===== src/rtl/cpu_pkg.sv =====
// Shared CPU definitions: opcodes, ALU select encoding, sequencer states and
// the control-word layout driven by the control unit.
package cpu_pkg;

  localparam int unsigned IR_W    = 32;
  localparam int unsigned OPC_W   = 5;
  localparam int unsigned ALU_W   = 4;
  localparam int unsigned OPC_LSB = 27;

  typedef logic [OPC_W-1:0] opcode_t;

  localparam opcode_t OP_ADD  = 5'b00000;
  localparam opcode_t OP_SUB  = 5'b00001;
  localparam opcode_t OP_AND  = 5'b00010;
  localparam opcode_t OP_OR   = 5'b00011;
  localparam opcode_t OP_LD   = 5'b00100;
  localparam opcode_t OP_ST   = 5'b00101;
  localparam opcode_t OP_ADDI = 5'b01000;
  localparam opcode_t OP_MUL  = 5'b01110;
  localparam opcode_t OP_DIV  = 5'b01111;
  localparam opcode_t OP_MFHI = 5'b10000;
  localparam opcode_t OP_MFLO = 5'b10001;
  localparam opcode_t OP_NOP  = 5'b11010;
  localparam opcode_t OP_HALT = 5'b11011;

  typedef enum logic [ALU_W-1:0] {
    ALU_ADD = 4'd0,
    ALU_SUB = 4'd1,
    ALU_AND = 4'd2,
    ALU_OR  = 4'd3,
    ALU_MUL = 4'd4,
    ALU_DIV = 4'd5
  } alu_op_e;

  typedef enum logic [3:0] {
    ST_RESET = 4'd0,
    ST_T0    = 4'd1,
    ST_T1    = 4'd2,
    ST_T2    = 4'd3,
    ST_T3    = 4'd4,
    ST_T4    = 4'd5,
    ST_T5    = 4'd6,
    ST_T6    = 4'd7,
    ST_T7    = 4'd8,
    ST_HALT  = 4'd9
  } state_e;

  typedef struct packed {
    logic rtype;
    logic muldiv;
    logic addi;
    logic ld;
    logic st;
    logic mfhi;
    logic mflo;
    logic nop;
    logic halt;
    logic illegal;
  } iclass_t;

  typedef struct packed {
    logic    pco;
    logic    pci;
    logic    incpc;
    logic    iri;
    logic    mari;
    logic    mdri;
    logic    mdro;
    logic    read;
    logic    write;
    logic    yi;
    logic    zi;
    logic    zlowo;
    logic    zhigho;
    logic    hii;
    logic    loi;
    logic    hio;
    logic    loo;
    logic    gra;
    logic    grb;
    logic    grc;
    logic    rin;
    logic    rout;
    logic    bapo;
    logic    cout;
    alu_op_e alu_op;
    logic    run;
  } ctrl_t;

  // ALU function for register-register arithmetic opcodes; everything else adds.
  function automatic alu_op_e alu_sel(input opcode_t opc);
    alu_op_e sel;
    case (opc)
      OP_SUB:  sel = ALU_SUB;
      OP_AND:  sel = ALU_AND;
      OP_OR:   sel = ALU_OR;
      OP_MUL:  sel = ALU_MUL;
      OP_DIV:  sel = ALU_DIV;
      default: sel = ALU_ADD;
    endcase
    return sel;
  endfunction

endpackage


===== src/rtl/control_unit_if.sv =====
// Control-unit <-> datapath bundle: IR feedback and memory handshake in,
// every register/bus/memory strobe out.
interface control_unit_if;
  import cpu_pkg::*;

  logic [IR_W-1:0]  ir;
  logic             mem_ready;
  logic             pco, pci, incpc, iri;
  logic             mari, mdri, mdro, read, write;
  logic             yi, zi, zlowo, zhigho;
  logic             hii, loi, hio, loo;
  logic             gra, grb, grc, rin, rout, bapo, cout;
  logic [ALU_W-1:0] alu_op;
  logic             run;

  modport master (
    input  ir, mem_ready,
    output pco, pci, incpc, iri, mari, mdri, mdro, read, write,
           yi, zi, zlowo, zhigho, hii, loi, hio, loo,
           gra, grb, grc, rin, rout, bapo, cout, alu_op, run
  );

  modport slave (
    output ir, mem_ready,
    input  pco, pci, incpc, iri, mari, mdri, mdro, read, write,
           yi, zi, zlowo, zhigho, hii, loi, hio, loo,
           gra, grb, grc, rin, rout, bapo, cout, alu_op, run
  );

endinterface


===== src/rtl/instr_decode.sv =====
// Opcode to instruction-class flags; exactly one flag is set for any opcode.
module instr_decode
  import cpu_pkg::*;
(
  input  opcode_t opcode,
  output iclass_t iclass
);

  always_comb begin
    iclass = '0;
    case (opcode)
      OP_ADD, OP_SUB, OP_AND, OP_OR: iclass.rtype   = 1'b1;
      OP_MUL, OP_DIV:                iclass.muldiv  = 1'b1;
      OP_ADDI:                       iclass.addi    = 1'b1;
      OP_LD:                         iclass.ld      = 1'b1;
      OP_ST:                         iclass.st      = 1'b1;
      OP_MFHI:                       iclass.mfhi    = 1'b1;
      OP_MFLO:                       iclass.mflo    = 1'b1;
      OP_NOP:                        iclass.nop     = 1'b1;
      OP_HALT:                       iclass.halt    = 1'b1;
      default:                       iclass.illegal = 1'b1;
    endcase
  end

endmodule


===== src/rtl/control_unit.sv =====
// Multi-cycle Moore sequencer: fetch T0-T2, opcode-dependent execute T3-T7,
// sticky HALT on halt/illegal opcode; only clear leaves HALT.
module control_unit
  import cpu_pkg::*;
(
  input  logic           clock,
  input  logic           clear,
  control_unit_if.master bus
);

  state_e  state;
  state_e  state_nxt;
  opcode_t opcode;
  iclass_t ic;
  ctrl_t   ctrl;
  logic    unused_ir;

  assign opcode    = bus.ir[IR_W-1:OPC_LSB];
  assign unused_ir = ^bus.ir[OPC_LSB-1:0];

  instr_decode u_decode (
    .opcode (opcode),
    .iclass (ic)
  );

  // State register: the only storage; clear forces RESET (all strobes low).
  always_ff @(posedge clock or negedge clear) begin
    if (!clear) state <= ST_RESET;
    else        state <= state_nxt;
  end

  // Next state and Moore control word; stalled states keep their strobes.
  always_comb begin
    state_nxt = state;
    ctrl      = '0;
    case (state)
      ST_RESET: state_nxt = ST_T0;
      ST_T0: begin
        ctrl.pco   = 1'b1;
        ctrl.mari  = 1'b1;
        ctrl.incpc = 1'b1;
        ctrl.zi    = 1'b1;
        state_nxt  = ST_T1;
      end
      ST_T1: begin
        ctrl.zlowo = 1'b1;
        ctrl.pci   = 1'b1;
        ctrl.read  = 1'b1;
        ctrl.mdri  = 1'b1;
        if (bus.mem_ready) state_nxt = ST_T2;
      end
      ST_T2: begin
        ctrl.mdro = 1'b1;
        ctrl.iri  = 1'b1;
        state_nxt = ST_T3;
      end
      ST_T3: begin
        if (ic.rtype || ic.muldiv || ic.addi) begin
          ctrl.grb  = 1'b1;
          ctrl.rout = 1'b1;
          ctrl.yi   = 1'b1;
          state_nxt = ST_T4;
        end else if (ic.ld || ic.st) begin
          ctrl.grb  = 1'b1;
          ctrl.bapo = 1'b1;
          ctrl.yi   = 1'b1;
          state_nxt = ST_T4;
        end else if (ic.mfhi) begin
          ctrl.hio  = 1'b1;
          ctrl.gra  = 1'b1;
          ctrl.rin  = 1'b1;
          state_nxt = ST_T0;
        end else if (ic.mflo) begin
          ctrl.loo  = 1'b1;
          ctrl.gra  = 1'b1;
          ctrl.rin  = 1'b1;
          state_nxt = ST_T0;
        end else if (ic.nop) begin
          state_nxt = ST_T0;
        end else begin
          state_nxt = ST_HALT;
        end
      end
      ST_T4: begin
        if (ic.rtype || ic.muldiv) begin
          ctrl.grc    = 1'b1;
          ctrl.rout   = 1'b1;
          ctrl.zi     = 1'b1;
          ctrl.alu_op = alu_sel(opcode);
          state_nxt   = ST_T5;
        end else if (ic.addi || ic.ld || ic.st) begin
          ctrl.cout   = 1'b1;
          ctrl.zi     = 1'b1;
          ctrl.alu_op = ALU_ADD;
          state_nxt   = ST_T5;
        end else begin
          state_nxt = ST_HALT;
        end
      end
      ST_T5: begin
        ctrl.zlowo = 1'b1;
        if (ic.rtype || ic.addi) begin
          ctrl.gra  = 1'b1;
          ctrl.rin  = 1'b1;
          state_nxt = ST_T0;
        end else if (ic.muldiv) begin
          ctrl.loi  = 1'b1;
          state_nxt = ST_T6;
        end else if (ic.ld || ic.st) begin
          ctrl.mari = 1'b1;
          state_nxt = ST_T6;
        end else begin
          ctrl.zlowo = 1'b0;
          state_nxt  = ST_HALT;
        end
      end
      ST_T6: begin
        if (ic.muldiv) begin
          ctrl.zhigho = 1'b1;
          ctrl.hii    = 1'b1;
          state_nxt   = ST_T0;
        end else if (ic.ld) begin
          ctrl.read = 1'b1;
          ctrl.mdri = 1'b1;
          if (bus.mem_ready) state_nxt = ST_T7;
        end else if (ic.st) begin
          ctrl.gra  = 1'b1;
          ctrl.rout = 1'b1;
          ctrl.mdri = 1'b1;
          state_nxt = ST_T7;
        end else begin
          state_nxt = ST_HALT;
        end
      end
      ST_T7: begin
        if (ic.ld) begin
          ctrl.mdro = 1'b1;
          ctrl.gra  = 1'b1;
          ctrl.rin  = 1'b1;
          state_nxt = ST_T0;
        end else if (ic.st) begin
          ctrl.write = 1'b1;
          if (bus.mem_ready) state_nxt = ST_T0;
        end else begin
          state_nxt = ST_HALT;
        end
      end
      ST_HALT: state_nxt = ST_HALT;
      default: state_nxt = ST_HALT;
    endcase
    ctrl.run = (state != ST_RESET) && (state != ST_HALT);
  end

  assign bus.pco    = ctrl.pco;
  assign bus.pci    = ctrl.pci;
  assign bus.incpc  = ctrl.incpc;
  assign bus.iri    = ctrl.iri;
  assign bus.mari   = ctrl.mari;
  assign bus.mdri   = ctrl.mdri;
  assign bus.mdro   = ctrl.mdro;
  assign bus.read   = ctrl.read;
  assign bus.write  = ctrl.write;
  assign bus.yi     = ctrl.yi;
  assign bus.zi     = ctrl.zi;
  assign bus.zlowo  = ctrl.zlowo;
  assign bus.zhigho = ctrl.zhigho;
  assign bus.hii    = ctrl.hii;
  assign bus.loi    = ctrl.loi;
  assign bus.hio    = ctrl.hio;
  assign bus.loo    = ctrl.loo;
  assign bus.gra    = ctrl.gra;
  assign bus.grb    = ctrl.grb;
  assign bus.grc    = ctrl.grc;
  assign bus.rin    = ctrl.rin;
  assign bus.rout   = ctrl.rout;
  assign bus.bapo   = ctrl.bapo;
  assign bus.cout   = ctrl.cout;
  assign bus.alu_op = ALU_W'(ctrl.alu_op);
  assign bus.run    = ctrl.run;

endmodule


===== src/flat_wrapper.sv =====
// flat-port wrapper written by rule: the top's interface ports become plain ports
module control_unit_flat import cpu_pkg::*;
  (clock, clear, bus_ir, bus_mem_ready, bus_pco, bus_pci, bus_incpc, bus_iri, bus_mari, bus_mdri, bus_mdro, bus_read, bus_write, bus_yi, bus_zi, bus_zlowo, bus_zhigho, bus_hii, bus_loi, bus_hio, bus_loo, bus_gra, bus_grb, bus_grc, bus_rin, bus_rout, bus_bapo, bus_cout, bus_alu_op, bus_run);
  control_unit_if bus_i ();
  input  logic clock;
  input  logic clear;
  input wire logic [$bits(bus_i.ir)-1:0] bus_ir;
  input wire logic [$bits(bus_i.mem_ready)-1:0] bus_mem_ready;
  output wire logic [$bits(bus_i.pco)-1:0] bus_pco;
  output wire logic [$bits(bus_i.pci)-1:0] bus_pci;
  output wire logic [$bits(bus_i.incpc)-1:0] bus_incpc;
  output wire logic [$bits(bus_i.iri)-1:0] bus_iri;
  output wire logic [$bits(bus_i.mari)-1:0] bus_mari;
  output wire logic [$bits(bus_i.mdri)-1:0] bus_mdri;
  output wire logic [$bits(bus_i.mdro)-1:0] bus_mdro;
  output wire logic [$bits(bus_i.read)-1:0] bus_read;
  output wire logic [$bits(bus_i.write)-1:0] bus_write;
  output wire logic [$bits(bus_i.yi)-1:0] bus_yi;
  output wire logic [$bits(bus_i.zi)-1:0] bus_zi;
  output wire logic [$bits(bus_i.zlowo)-1:0] bus_zlowo;
  output wire logic [$bits(bus_i.zhigho)-1:0] bus_zhigho;
  output wire logic [$bits(bus_i.hii)-1:0] bus_hii;
  output wire logic [$bits(bus_i.loi)-1:0] bus_loi;
  output wire logic [$bits(bus_i.hio)-1:0] bus_hio;
  output wire logic [$bits(bus_i.loo)-1:0] bus_loo;
  output wire logic [$bits(bus_i.gra)-1:0] bus_gra;
  output wire logic [$bits(bus_i.grb)-1:0] bus_grb;
  output wire logic [$bits(bus_i.grc)-1:0] bus_grc;
  output wire logic [$bits(bus_i.rin)-1:0] bus_rin;
  output wire logic [$bits(bus_i.rout)-1:0] bus_rout;
  output wire logic [$bits(bus_i.bapo)-1:0] bus_bapo;
  output wire logic [$bits(bus_i.cout)-1:0] bus_cout;
  output wire logic [$bits(bus_i.alu_op)-1:0] bus_alu_op;
  output wire logic [$bits(bus_i.run)-1:0] bus_run;
  assign bus_i.ir = bus_ir;
  assign bus_i.mem_ready = bus_mem_ready;
  assign bus_pco = bus_i.pco;
  assign bus_pci = bus_i.pci;
  assign bus_incpc = bus_i.incpc;
  assign bus_iri = bus_i.iri;
  assign bus_mari = bus_i.mari;
  assign bus_mdri = bus_i.mdri;
  assign bus_mdro = bus_i.mdro;
  assign bus_read = bus_i.read;
  assign bus_write = bus_i.write;
  assign bus_yi = bus_i.yi;
  assign bus_zi = bus_i.zi;
  assign bus_zlowo = bus_i.zlowo;
  assign bus_zhigho = bus_i.zhigho;
  assign bus_hii = bus_i.hii;
  assign bus_loi = bus_i.loi;
  assign bus_hio = bus_i.hio;
  assign bus_loo = bus_i.loo;
  assign bus_gra = bus_i.gra;
  assign bus_grb = bus_i.grb;
  assign bus_grc = bus_i.grc;
  assign bus_rin = bus_i.rin;
  assign bus_rout = bus_i.rout;
  assign bus_bapo = bus_i.bapo;
  assign bus_cout = bus_i.cout;
  assign bus_alu_op = bus_i.alu_op;
  assign bus_run = bus_i.run;
  control_unit u_core (.clock(clock), .clear(clear), .bus(bus_i));
endmodule

===== config.mk =====
export PLATFORM = sky130hd
export DESIGN_NAME = control_unit_flat
export DESIGN_NICKNAME = d
export VERILOG_FILES = /design/src/rtl/cpu_pkg.sv /design/src/rtl/control_unit_if.sv /design/src/rtl/instr_decode.sv /design/src/rtl/control_unit.sv /design/src/flat_wrapper.sv
export SDC_FILE = /design/constraint.sdc
export NUM_CORES = 1
export LEC_CHECK = 0
export ABC_AREA = 0
export ABC_CLOCK_PERIOD_IN_PS = 2000
export CORE_MARGIN = 1
export CORE_UTILIZATION = 32
export DETAILED_ROUTE_END_ITERATION = 6
export HOLD_SLACK_MARGIN = 0.1
export PLACE_DENSITY = 0.79
export SLEW_MARGIN = 15
export SYNTH_ARGS = -nofsm -noshare
export SYNTH_HDL_FRONTEND = slang
export SYNTH_SLANG_ARGS = --single-unit

===== constraint.sdc =====
create_clock -name clock -period 2 [get_ports clock]
set_input_delay 0.4 -clock clock [delete_from_list [all_inputs] [get_ports clock]]
set_output_delay 0.4 -clock clock [all_outputs]
set_load 0.02 [all_outputs]

==> flow_summary.toml, run 1 <==
[cells_and_area]
register_area_sq_um = 100
multiInputGateArea_sq_um = 743
final_common_cell = "sky130_fd_sc_hd__buf_4"
post_route_cells_drive_above_1_share = 0.616
finish.cell_count_without_fillers = 205
max_flop_register = "u_core.state"
fin_nets = 214
layout.cells.most_common_list = "48 x sky130_fd_sc_hd__buf_4, 13 x sky130_fd_sc_hd__buf_6, 11 x sky130_fd_sc_hd__nor2_1, 6 x sky130_fd_sc_hd__buf_2, 5 x sky130_fd_sc_hd__clkbuf_2"
final.fill_count = 178
n_antenna_cell = 0
reg.largest.list = "u_core.state: 4 flops"
flip_flop_count_of_the_largest_register_all_copies_and_words_added = 4
area_delta_synth_final_pct = 98.0

[global_route]
grt.overflow.total = 0
global_route_wire_length_before_repair_um = 4770
grt_start_max_net_pins = 11
antenna_found_initial = 0
grtUsageTotal = 0.241
first_global_vias = 1071

[yosys]
async_flop_share = 1.00
postSynthCellCount = 112
yosys_warnings = 0
count_of_cell_types_in_the_netlist = 48
synthDominantCellAreaShare = 0.130
mappedNetlistNets = 147
synth-seq-area-share = 0.130
number_of_flops_mapped_to_enable_cells_by_yosys = 0
synth_area_leaders = "sky130_fd_sc_hd__dfrtp_1 13%, sky130_fd_sc_hd__nor2_1 6.8%, sky130_fd_sc_hd__buf_2 4.6%"
synth_ff_type = "sky130_fd_sc_hd__dfrtp_1"
number_of_storage_elements_in_the_synthesis_netlist = 4
netlist_area_sq_um = 769
avgSynthCellArea_sq_um = 6.87
synth.largest_area_cell = "sky130_fd_sc_hd__dfrtp_1"

[min_path]
worst_hold_path_type = "input pin to async pin"

[sta]
drv_slew = 0
rsz0062_at_grt = "true"
setup-violations-final = 12
final.min_clock_period_ps = 2130
timing.clock.skew_ps = 8.87
fmax_ghz = 0.470
finalHoldViolCount = 0
final.setup.worst_slack_ps = -130
final_min_period_over_clock_period = 1.06

[power]
irDropWorstVdd_uv = 223
seq_power_share = 0.290
power.density_nw_per_um2 = 184
switching_power_uw = 84.8
power_frac_clock = 0.353
leakage_nw = 0.739
comb_power_share = 0.357
sw_frac_of_total = 0.302
intPower_uw = 196

[clock_network]
insertion_delay_ps = 230
tritoncts_num_sinks = 4
path_clk_slew_ps = 40
root_buffer = "sky130_fd_sc_hd__clkbuf_4"
htree_num_levels = 1
cts_buffers = 3
tritoncts = "built"
cts_hold_repair.buffers = 0
clk_buf_depth = 2

[route]
wl_per_cell_um = 15.9
drt-pass1-iter-count = 4
detail_route.vias_per_cell = 5.57
finalWirelength_um = 3270
number_of_design_rule_violations_left_by_the_first_detailed_router_iteration = 35
via_count = 1142
drt_drc_violations_left = 0
drt_antenna_net_count = 0

[worst_setup_path]
number_of_cell_instances_on_the_worst_register_to_register_path = 7
crit_required_ps = 1600
crit_type = "flop to output port"
critical_path_peak_fanout = 5
critical_path.startpoint_type = "flop"
worstPathArrival_ps = 1730
r2r_setup_slack_ps = 70
critical_path.reg2reg.startpoint = "u_core.state[1]"
timing.rr.end = "u_core.state[0]"
end_kind = "output port"

[place]
port-buffer-count = 35
globalplace.congestion = 0.916
dp_slack_ps = -808
detailedPlacementHpwl_um = 2150
placed_cells = 192

[outcome]
result_of_the_run = "finished with violations"
failed_checks = "negative setup slack"

[die]
floorplan.die_area_sq_um = 2600
std_cell_core_area_sq_um = 2230
floorplan.die.height_um = 51.0
rows = 17
io-pin-count = 64
die_width_um = 51.0
floorplan.initialDensity = 0.345

[run]
timing.max_cap.violations = 0
==> critical path, cell delays in order (launching register included) <==
cell and delay [ps]:
sky130_fd_sc_hd__dfrtp_1 410, sky130_fd_sc_hd__buf_4 180, sky130_fd_sc_hd__buf_4 140, sky130_fd_sc_hd__and4b_2 280, sky130_fd_sc_hd__a311o_1 320, sky130_fd_sc_hd__buf_4 160
==> synthesized netlist by cell type (3+ instances only) <==
master	number
sky130_fd_sc_hd__a21oi_1	5
sky130_fd_sc_hd__and3_1	3
sky130_fd_sc_hd__buf_2	7
sky130_fd_sc_hd__buf_4	4
sky130_fd_sc_hd__dfrtp_1	4
sky130_fd_sc_hd__inv_1	6
sky130_fd_sc_hd__nand2_1	4
sky130_fd_sc_hd__nand2b_1	4
sky130_fd_sc_hd__nand3_1	4
sky130_fd_sc_hd__nor2_1	14
sky130_fd_sc_hd__nor3_1	6
sky130_fd_sc_hd__o21ai_0	3
sky130_fd_sc_hd__or2_2	5
==> layer usage <==
layer,wire length (um),share of wire,global-route usage,vias to the layer above
li1,-,-,-,541
met1,1250,0.38,0.280,542
met2,1740,0.53,0.456,53
met3,218,0.067,0.0238,6
met4,54,0.017,0.0741,0
met5,0,0,0,-
==> metrics by stage <==
stage	hold WS [ps]	TNS (ps)	area [sq um]	total power [mW]	utilization
after global placement	602	-15460	1310	0.161	0.586
after floorplan	104	0	774	0.121	-
after global routing	381	-1460	1520	0.299	0.682
final	369	-686	1520	0.281	0.682
after CTS	372	-249	1400	0.270	0.626
after detailed placement	616	-16750	1310	0.164	0.586
==> repair_timing <==
item                       in CTS  in global routing
resized for setup             160                 42
pin swaps                       4                  6
buffers inserted                6                  4
setup endpoints to repair      30                 25
==> worst max path at each step <==
stage,start,endpoint,slack [ps]
after global routing,u_core.state[1],bus_rout,-170
after CTS,u_core.state[1],bus_rout,-70
after floorplan,bus_ir[31],bus_mdri,5
after detailed placement,bus_ir[29],bus_write,-810
after global placement,bus_ir[29],bus_mdri,-690
final,u_core.state[1],bus_rout,-130
==> layout make-up <==
class / instances / share of cell area
flip-flops and latches: 4 / 0.0657
inverters: 6 / 0.0148
well taps: 28 / 0.0230
multi-input cells: 88 / 0.488
clock buffers: 3 / 0.0148
repair buffers: 76 / 0.394
==> power by group through the flow <==
stage	sequential, mW	combinational (mW)	clock [mW]
3_5_place_dp	0.0824	0.0816	0
3_3_place_gp	0.0824	0.0787	0
5_1_grt	0.0812	0.107	0.110
4_1_cts	0.0814	0.0888	0.0998
2_1_floorplan	0.0824	0.0389	0
6_report	0.0814	0.100	0.0993
==> cells by family after synthesis <==
logic type	Yosys count	synth area share
other	1	0.00487
multiplexers	2	0.0276
flip-flops	4	0.130
XOR/XNOR	2	0.0228
buffers and inverters	20	0.138
AO/OA/AOI/OAI	27	0.259
AND/OR/NAND/NOR	56	0.418
Note: power is estimated with default switching activity, not from simulation.
==> run 2: changes to the inputs <==
--- a/config.mk
+++ b/config.mk
@@ -9,10 +9,11 @@
 export ABC_CLOCK_PERIOD_IN_PS = 2000
 export CORE_MARGIN = 1
 export CORE_UTILIZATION = 32
+export CTS_CLUSTER_SIZE = 28
 export DETAILED_ROUTE_END_ITERATION = 6
 export HOLD_SLACK_MARGIN = 0.1
 export PLACE_DENSITY = 0.79
-export SLEW_MARGIN = 15
+export SLEW_MARGIN = 20
 export SYNTH_ARGS = -nofsm -noshare
 export SYNTH_HDL_FRONTEND = slang
 export SYNTH_SLANG_ARGS = --single-unit
==> results of run 2 <==
Same layout as run 1: the final DEF is identical, and so are final timing and power.
==> run 3: changes to the inputs <==
--- a/config.mk
+++ b/config.mk
@@ -6,7 +6,7 @@
 export NUM_CORES = 1
 export LEC_CHECK = 0
 export ABC_AREA = 0
-export ABC_CLOCK_PERIOD_IN_PS = 2000
+export ABC_CLOCK_PERIOD_IN_PS = 2400
 export CORE_MARGIN = 1
 export CORE_UTILIZATION = 32
 export CTS_CLUSTER_SIZE = 28
==> constraint.sdc (replaced) <==
create_clock -name clock -period 2.4 [get_ports clock]
set_input_delay 0.48 -clock clock [delete_from_list [all_inputs] [get_ports clock]]
set_output_delay 0.48 -clock clock [all_outputs]
set_load 0.02 [all_outputs]
==> run 3 against run 2 <==
Effect of this change: critical endpoint is now bus_gra; register-to-register slack improved by 460 ps; routed wire length fell by 13%; non-clock buffer count is the same; the flow now finishes without violations.
==> flow_summary.toml, run 3 (synthesis gave the netlist of run 1 again) <==
[clock_network]
tritoncts = "built"
tritoncts_num_sinks = 4
insertion_delay_ps = 240
path_clk_slew_ps = 40
root_buffer = "sky130_fd_sc_hd__clkbuf_4"
clk_buf_depth = 2
htree_num_levels = 1
cts_buffers = 3

[die]
floorplan.die.height_um = 51.0
rows = 17
die_width_um = 51.0
floorplan.die_area_sq_um = 2600
std_cell_core_area_sq_um = 2230
io-pin-count = 64
floorplan.initialDensity = 0.345

[global_route]
grt_start_max_net_pins = 10
grt.overflow.total = 0
global_route_wire_length_before_repair_um = 4340
antenna_found_initial = 0
first_global_vias = 969
grtUsageTotal = 0.222

[worst_setup_path]
cpPeakStageDelay_ps = 500
critical_path_peak_fanout = 4
worstPathArrival_ps = 1860
end_kind = "output port"
crit_path_cell_trace = "nand2b_1 > or3b_2 > or2_2 > nand4_1 > buf_4"
crit_path_leading_delay_family = "simple AND/OR/NAND/NOR gates"
buffers_inverters_on_critical_path = 1
cp_startpoint = "u_core.state[3]"
timing.rr.end = "u_core.state[3]"
r2r_setup_slack_ps = 530
critical_path.reg2reg.startpoint = "u_core.state[0]"
timing.critical_path.depth = 5
number_of_cell_instances_on_the_worst_register_to_register_path = 6
cp_slowest_cell = "sky130_fd_sc_hd__or3b_2"
setup.worst_path.end = "bus_gra"
crit_type = "flop to output port"
crit_required_ps = 1920
critical_path.startpoint_type = "flop"

[sta]
timing.clock.skew_ps = 0.670
drv_slew = 0
fmax_ghz = 0.428
final_min_period_over_clock_period = 0.974
final.setup.worst_slack_ps = 61.6
finalHoldWorstSlack_ps = 439
finalHoldViolCount = 0
setup-violations-final = 0
final.min_clock_period_ps = 2340

[route]
routed-wl-met3_um = 252
via_count = 1118
number_of_design_rule_violations_left_by_the_first_detailed_router_iteration = 36
highest-signal-layer = "met4"
met2_wirelength_um = 1350
detail_route.vias_per_cell = 5.45
finalWirelength_um = 2840
drt_drc_violations_left = 0
drt_antenna_net_count = 0
wl_met1_um = 1150
wl_per_cell_um = 13.8
drt-pass1-iter-count = 4

[cells_and_area]
final_common_cell = "sky130_fd_sc_hd__buf_4"
max_flop_register = "u_core.state"
area_delta_synth_final_pct = 79.2
reg.largest.list = "u_core.state: 4 flops"
finish.cell_count_without_fillers = 205
final_cell_utilization_of_the_core = 0.617
layout.cells.most_common_list = "43 x sky130_fd_sc_hd__buf_4, 14 x sky130_fd_sc_hd__nor2_1, 12 x sky130_fd_sc_hd__dlygate4sd2_1, 7 x sky130_fd_sc_hd__clkbuf_2, 6 x sky130_fd_sc_hd__inv_1"
flip_flop_count_of_the_largest_register_all_copies_and_words_added = 4
fin_nets = 214
post_route_cells_drive_above_1_share = 0.418
n_antenna_cell = 0

[power]
report.power.total_uw = 227
power_frac_clock = 0.376
seq_power_share = 0.298
comb_power_share = 0.325
switching_power_uw = 66.5
power.density_nw_per_um2 = 165
intPower_uw = 161
irDropWorstVdd_uv = 174
sw_frac_of_total = 0.292
leakage_nw = 0.735

[outcome]
result_of_the_run = "complete, no violations"

[place]
port-buffer-count = 35
globalplace.congestion = 0.924
detailedPlacementHpwl_um = 2140
dp_slack_ps = -533
placed_cells = 196

[run]
timing.max_cap.violations = 0

[min_path]
worst_hold_path_type = "input pin to async pin"
[run 3: cell types whose count changed in the layout (fill, tap and decap cells not counted), sizes merged]
cell | before | now
clkbuf | 8 | 10
dlymetal6s2s | 0 | 2
dlygate4sd2 | 1 | 12
clkdlybuf4s15 | 1 | 4
clkdlybuf4s50 | 2 | 3
buf | 67 | 48
[run 3: stage by stage]
step           cell area (sq um)  setup TNS [ps]
6_report                    1380               0
5_1_grt                     1380         -0.0162
3_5_place_dp                1330           -9830
3_3_place_gp                1330           -9130
2_1_floorplan                769               0
4_1_cts                     1360               0
[run 3: worst min-delay path by stage]
stage | start | to | cells after the start
final | clear | u_core.state[1] | 1
after global routing | clear | u_core.state[2] | 1
after CTS | clear | u_core.state[1] | 1
after detailed placement | u_core.state[3] | u_core.state[1] | 2
after global placement | clear | u_core.state[3] | 1
after floorplan | clear | u_core.state[0] | 0
[run 3: worst register-to-register path, stage by stage, from the launching register on]
cell and delay (ps):
sky130_fd_sc_hd__dfrtp_2 440, sky130_fd_sc_hd__or2_2 330, sky130_fd_sc_hd__buf_4 140, sky130_fd_sc_hd__buf_4 130
sky130_fd_sc_hd__a2111o_1 290, sky130_fd_sc_hd__a31o_1 240, sky130_fd_sc_hd__a21o_1 180
[run 3: timing repair]
action                                  CTS  global route
resized for setup                        65            25
pin swaps                                 0             1
endpoints found under the setup margin   26            18
setup buffers                             4             2
hold buffers                              0             0
[run 3: area by class of cell]
type | instances | area, sq um
Timing Repair Buffer | 76 | 598
Sequential cell | 4 | 101
Tap cell | 28 | 35.0
Multi-Input combinational cell | 88 | 599
Clock buffer | 3 | 22.5
Fill cell | 206 | 855
Inverter | 6 | 22.5
[run 3: power groups by stage]
stage,clock network [mW],registers (mW),logic (mW)
final,0.0856,0.0678,0.0740
after global routing,0.0885,0.0678,0.0799
after CTS,0.0832,0.0678,0.0707
after detailed placement,0,0.0687,0.0673
after global placement,0,0.0687,0.0651
after floorplan,0,0.0687,0.0324
[run 3: routing by layer]
layer	GRT usage	vias to the layer above
li1	-	536
met1	0.280	506
met2	0.377	66
met3	0.0238	10
met4	0.0972	0
met5	0	-
